`src/rtl/imem_boot_loader.sv`:
```
// imem_boot_loader: loads a length-prefixed, XOR-checksummed byte stream into imem word by word,
// and holds the core in reset until a complete image with a good checksum has arrived.
module imem_boot_loader #(
    parameter int ADDR_W    = 10,
    parameter int MAX_WORDS = 1024,
    parameter int TIMEOUT   = 1000000
) (
    input  logic              clk,
    input  logic              rst,
    input  logic              rx_valid_i,
    input  logic [7:0]        rx_data_i,
    output logic              rx_ready_o,
    output logic              imem_we_o,
    output logic [ADDR_W-1:0] imem_addr_o,
    output logic [31:0]       imem_wdata_o,
    output logic              cpu_rst_o,
    output logic              done_o,
    output logic              error_o
);
    localparam int IW = TIMEOUT < 2 ? 1 : $clog2(TIMEOUT);
    localparam logic [IW-1:0] TMAX = IW'(TIMEOUT > 0 ? TIMEOUT - 1 : 0);
    localparam logic [16:0] MAXW = 17'(MAX_WORDS);
    typedef enum logic [2:0] {S_LEN0, S_LEN1, S_DATA, S_CSUM, S_DONE, S_ERR} state_t;
    state_t            state_q, state_d;
    logic [15:0]       len_q, len_d, cnt_q, cnt_d;
    logic [31:0]       word_q, word_d, wdata_q, wdata_d;
    logic [1:0]        byte_q, byte_d;
    logic [7:0]        csum_q, csum_d;
    logic [IW-1:0]     idle_q, idle_d;
    logic              we_q, we_d;
    logic [ADDR_W-1:0] addr_q, addr_d;
    logic              acc, timed;
    assign rx_ready_o   = state_q != S_DONE && state_q != S_ERR;
    assign done_o       = state_q == S_DONE;
    assign error_o      = state_q == S_ERR;
    assign cpu_rst_o    = state_q != S_DONE;
    assign imem_we_o    = we_q;
    assign imem_addr_o  = addr_q;
    assign imem_wdata_o = wdata_q;
    assign acc          = rx_valid_i && rx_ready_o;
    assign timed        = state_q == S_LEN1 || state_q == S_DATA || state_q == S_CSUM;
    always_comb begin
        state_d = state_q;
        len_d   = len_q;
        cnt_d   = cnt_q;
        word_d  = word_q;
        wdata_d = wdata_q;
        byte_d  = byte_q;
        csum_d  = csum_q;
        addr_d  = addr_q;
        we_d    = 1'b0;
        idle_d  = (acc || !timed) ? '0 : idle_q + 1'b1;
        if (acc) begin
            case (state_q)
                S_LEN0: begin
                    len_d[7:0] = rx_data_i;
                    state_d    = S_LEN1;
                end
                S_LEN1: begin
                    len_d   = {rx_data_i, len_q[7:0]};
                    state_d = (len_d == '0 || {1'b0, len_d} > MAXW) ? S_ERR : S_DATA;
                end
                S_DATA: begin
                    word_d[{byte_q, 3'b000} +: 8] = rx_data_i;
                    csum_d = csum_q ^ rx_data_i;
                    byte_d = byte_q + 2'd1;
                    if (byte_q == 2'd3) begin
                        we_d    = 1'b1;
                        addr_d  = cnt_q[ADDR_W-1:0];
                        wdata_d = word_d;
                        cnt_d   = cnt_q + 16'd1;
                        state_d = cnt_q == len_q - 16'd1 ? S_CSUM : S_DATA;
                    end
                end
                S_CSUM:  state_d = rx_data_i == csum_q ? S_DONE : S_ERR;
                default: ;
            endcase
        end
        // an idle counter sitting at TIMEOUT-1 without a byte means TIMEOUT idle cycles have elapsed
        if (TIMEOUT != 0 && timed && !acc && idle_q == TMAX) state_d = S_ERR;
    end
    always_ff @(posedge clk or posedge rst) begin
        if (rst) begin
            state_q <= S_LEN0;
            len_q   <= '0;
            cnt_q   <= '0;
            word_q  <= '0;
            wdata_q <= '0;
            byte_q  <= '0;
            csum_q  <= '0;
            idle_q  <= '0;
            we_q    <= 1'b0;
            addr_q  <= '0;
        end else begin
            state_q <= state_d;
            len_q   <= len_d;
            cnt_q   <= cnt_d;
            word_q  <= word_d;
            wdata_q <= wdata_d;
            byte_q  <= byte_d;
            csum_q  <= csum_d;
            idle_q  <= idle_d;
            we_q    <= we_d;
            addr_q  <= addr_d;
        end
    end
endmodule
```
`config.mk`:
```
export PLATFORM = sky130hd
export DESIGN_NAME = imem_boot_loader
export DESIGN_NICKNAME = d
export VERILOG_FILES = /design/src/rtl/imem_boot_loader.sv
export SDC_FILE = /design/constraint.sdc
export NUM_CORES = 1
export LEC_CHECK = 0
export CORE_ASPECT_RATIO = 2
export CORE_MARGIN = 2
export CORE_UTILIZATION = 45
export DETAILED_ROUTE_END_ITERATION = 7
export GPL_TIMING_DRIVEN = 0
export HOLD_SLACK_MARGIN = 0.12
export MAX_ROUTING_LAYER = met4
export PLACE_DENSITY_LB_ADDON = 0.3
export REMOVE_ABC_BUFFERS = 1
export SLEW_MARGIN = 30
export SYNTH_ARGS = -nofsm -noshare
export SYNTH_HDL_FRONTEND = slang
export SYNTH_SLANG_ARGS = --single-unit
```
`constraint.sdc`:
```
create_clock -name clk -period 7.83 [get_ports clk]
set_clock_uncertainty 0.15 [all_clocks]
set_input_delay 0.783 -clock clk [delete_from_list [all_inputs] [get_ports clk]]
set_output_delay 0.783 -clock clk [all_outputs]
set_load 0.05 [all_outputs]
```
==> run metrics <==
Internal Pwr Total 0.00156 W; IO Count 58; Layout Utilization 55.8%; worst hold path depth 1; Antenna Cells 0; Root Buffer clkbuf_16; NetSw 0.000621 W; port bufs 57; vias in the first global route 4944; CTS tree built; multiplexer area fraction after synthesis 4.33%; first-pass GRT wire length 24500 um; Area contributors post-synth dfrtp_1, a21oi_1, xnor2_1, a22o_1, xor2_1; post-layout min period 3.45 ns; # setup viols final 0; Bufs and invs on worst path 3; clock network power share 41.9%; total congestion overflow 0; Detail Route Antenna Nets 0; RSZ-0062 raised after global routing false; Peak supply drop 192 uV; largest net degree at the start of global routing 74; max-slew violation count 0; critical path's top delay family simple AND/OR/NAND/NOR gates; Max Cap Viol 0; drc violations 0; Synth Area in Simple Gates 17.2%; Sw Ratio 28.4%; FFs w/ async S/R, synth 100%; Avg Inst Size Synth 10.3 um2; Synth Area in XOR/XNOR 9.02%; gr usage total 19.6%; Synth warnings 0; postcts setup bufs 0; Hold/Removal Path Class flop to flop; drt first-iter violations 215; Crit path top cell by count nand4_1; hold-fix buffers at CTS 0; fillers 1325; Data arrival, critical path 3.59 ns; Die H 177 um; Hold Crit Endpoint csum_q[3]; number of flops mapped to enable cells by yosys 0; top cell type's share of synthesized area 52.3%; CTS Buf Count 17; share of layout cells above drive strength 1 9.89%; Nets 716; CP Capture Type flop; clk slew on worst S/H paths 0.05 ns; worst-path fanout max 65; total number of vias 4997; Clock Path Buffers 2; sequential cell area fraction in the yosys report 52.3%; DR WL/cell 16.0 um; Max Freq 0.290 GHz; slowest stage cell, crit path clkdlybuf4s50_1; synth-to-layout area growth 22.1%; cell count after synthesis 651; via/cell ratio 5.53; post-synthesis compound-gate area fraction 12.8%; worst hold start csum_q[3]; core area 14700 um2; clock sinks 140; Lkg Pwr 3.57 nW; synthesized area 6700 um2; # rows 63; Fin. Hold Viols 0; number of synthesized register bits 140; Worst setup SP type primary input; post-synth cell types 47; Synth Flop Type dfrtp_1; slowest stage delay, CP 0.55 ns; largest family of logic cells by synthesized area simple AND/OR/NAND/NOR gates; status finished, final reports clean; sequential share of power 39.9%; Clock Latency Late Sink 0.42 ns; initial antenna violation count 0; cells along the critical path clkdlybuf4s50_1 > nor4bb_4 > buf_4 > and2_4 > buf_16 > nand4_1 > nor2_1 > nand4_1 > xnor2_1; Gate power share 18.2%; H-tree levels 4; Fin Setup TNS 0 ns; R2R setup slack 4.77 ns; Final period util 44.1%; router iterations before antenna repair 4; r2r worst-path depth 8; leading area contributor after synthesis dfrtp_1; Reg2Reg Capture Point cnt_q[15]; Die ar. 15900 um2; Worst Path Required 7.97 ns; initial core utilization 45.7%; Post-Synth Adder-Cell Area 1.68%; final wirelength 14400 um; Setup CP Type primary input to flop; DP Wirelength 9320 um; Slew @ Worst Pin 0.841 ns; Pwr per Cell Area 267 nW/um2; Critical R2R Launch state_q[0]; worst rel slew slack 43.1%; post-CTS sizing 0; die width 90.3 um; routability cong. 0.845
==> worst max-delay path by stage <==
stage	cells past startpoint	to	start	slack [ns]
CTS	9	cnt_q[15]	rx_valid_i	4.40
floorplan	6	cnt_q[15]	rx_valid_i	2.77
global route	9	cnt_q[15]	rx_valid_i	4.17
finish	9	cnt_q[15]	rx_valid_i	4.38
global placement	7	cnt_q[15]	rx_valid_i	0.55
detailed placement	9	cnt_q[15]	rx_valid_i	3.99
==> layer usage <==
layer | share of wire [%] | GRT usage, % | up-vias
met1 | 44 | 25.4 | 2474
met3 | 4.4 | 3.63 | 27
li1 | - | - | 2363
met5 | 0 | - | -
met2 | 49 | 30.6 | 133
met4 | 2.0 | 7.88 | 0
==> power by group through the flow <==
stage / clock [W] / sequential (W) / combinational (W)
2_1_floorplan: 0 / 0.000881 / 0.000265
3_3_place_gp: 0 / 0.000876 / 0.000380
3_5_place_dp: 0 / 0.000884 / 0.000393
4_1_cts: 0.000925 / 0.000871 / 0.000398
5_1_grt: 0.000958 / 0.000883 / 0.000438
6_report: 0.000914 / 0.000871 / 0.000398
==> stage by stage <==
step / instance area [um2] / power [W] / worst slack, ns / hold slack, ns / cells
6_report: 8190 / 0.00218 / 4.38 / 0.336 / 903
5_1_grt: 8190 / 0.00228 / 4.17 / 0.352 / 903
4_1_cts: 8180 / 0.00219 / 4.40 / 0.342 / 903
3_5_place_dp: 7500 / 0.00128 / 3.99 / 0.323 / 872
3_3_place_gp: 7380 / 0.00126 / 0.549 / 0.325 / 868
2_1_floorplan: 6560 / 0.00115 / 2.77 / 0.308 / 616
==> cells in the final DEF (no fill, tap or decap), drive strengths merged, types with 15 or more instances in the layout <==
master         count
a21oi             73
a22o              32
clkbuf            21
clkdlybuf4s50     57
dfrtp            140
mux2              24
nand2             37
nand3             18
nor2              70
nor2b             34
o21ai             15
xnor2             38
xor2              31
==> sequential cells by signal, indices dropped and copies added, names as in the netlist <==
name,cells
byte_q,2
cnt_q,16
csum_q,8
idle_q,20
imem_addr_o,10
imem_wdata_o,32
imem_we_o,1
len_q,16
state_q,3
word_q,32
==> cell type report <==
| class | count | area, um2 | area share (%) |
|---|---|---|---|
| Clock inverter | 10 | 213 | 2.60 |
| Timing Repair Buffer | 61 | 644 | 7.87 |
| Multi-Input combinational cell | 466 | 3080 | 37.6 |
| Clock buffer | 21 | 460 | 5.62 |
| Tap cell | 195 | 244 | 2.98 |
| Inverter | 10 | 45.0 | 0.550 |
| Sequential cell | 140 | 3500 | 42.8 |
==> cell families after synthesis <==
family / Yosys count
AND/OR/NAND/NOR: 226
flip-flops: 140
AO/OA/AOI/OAI: 136
XOR/XNOR: 69
buffers and inverters: 45
multiplexers: 26
adder cells (fa/ha/maj): 9
==> worst register-to-register path, delay by kind of cell (launching register included) <==
| kind | cells | cell delay (ns) |
|---|---|---|
| xor gates and xnor gates | 1 | 0.15 |
| buffers and inverters | 2 | 0.57 |
| DFF | 1 | 0.51 |
| and+or+nand+nor | 5 | 1.55 |
==> cells in the mapped netlist (2+ instances only) <==
master,count
a211o_1,2
a21oi_1,72
a22o_1,32
and2_1,7
and3_1,5
and4_1,4
buf_1,5
clkbuf_1,28
dfrtp_1,140
ha_1,9
inv_1,10
mux2_2,24
mux2i_1,2
nand2_1,37
nand2b_1,4
nand3_1,18
nand3b_1,3
nand4_1,10
nor2_1,70
nor2b_1,34
nor3_1,10
nor3b_1,2
nor4_1,8
nor4b_1,2
nor4bb_1,3
o211ai_1,3
o21ai_0,13
o21ai_1,2
o31ai_1,2
or3_1,2
or4_1,5
xnor2_1,38
xor2_1,31
No activity file was read; power rests on OpenSTA's default activity.
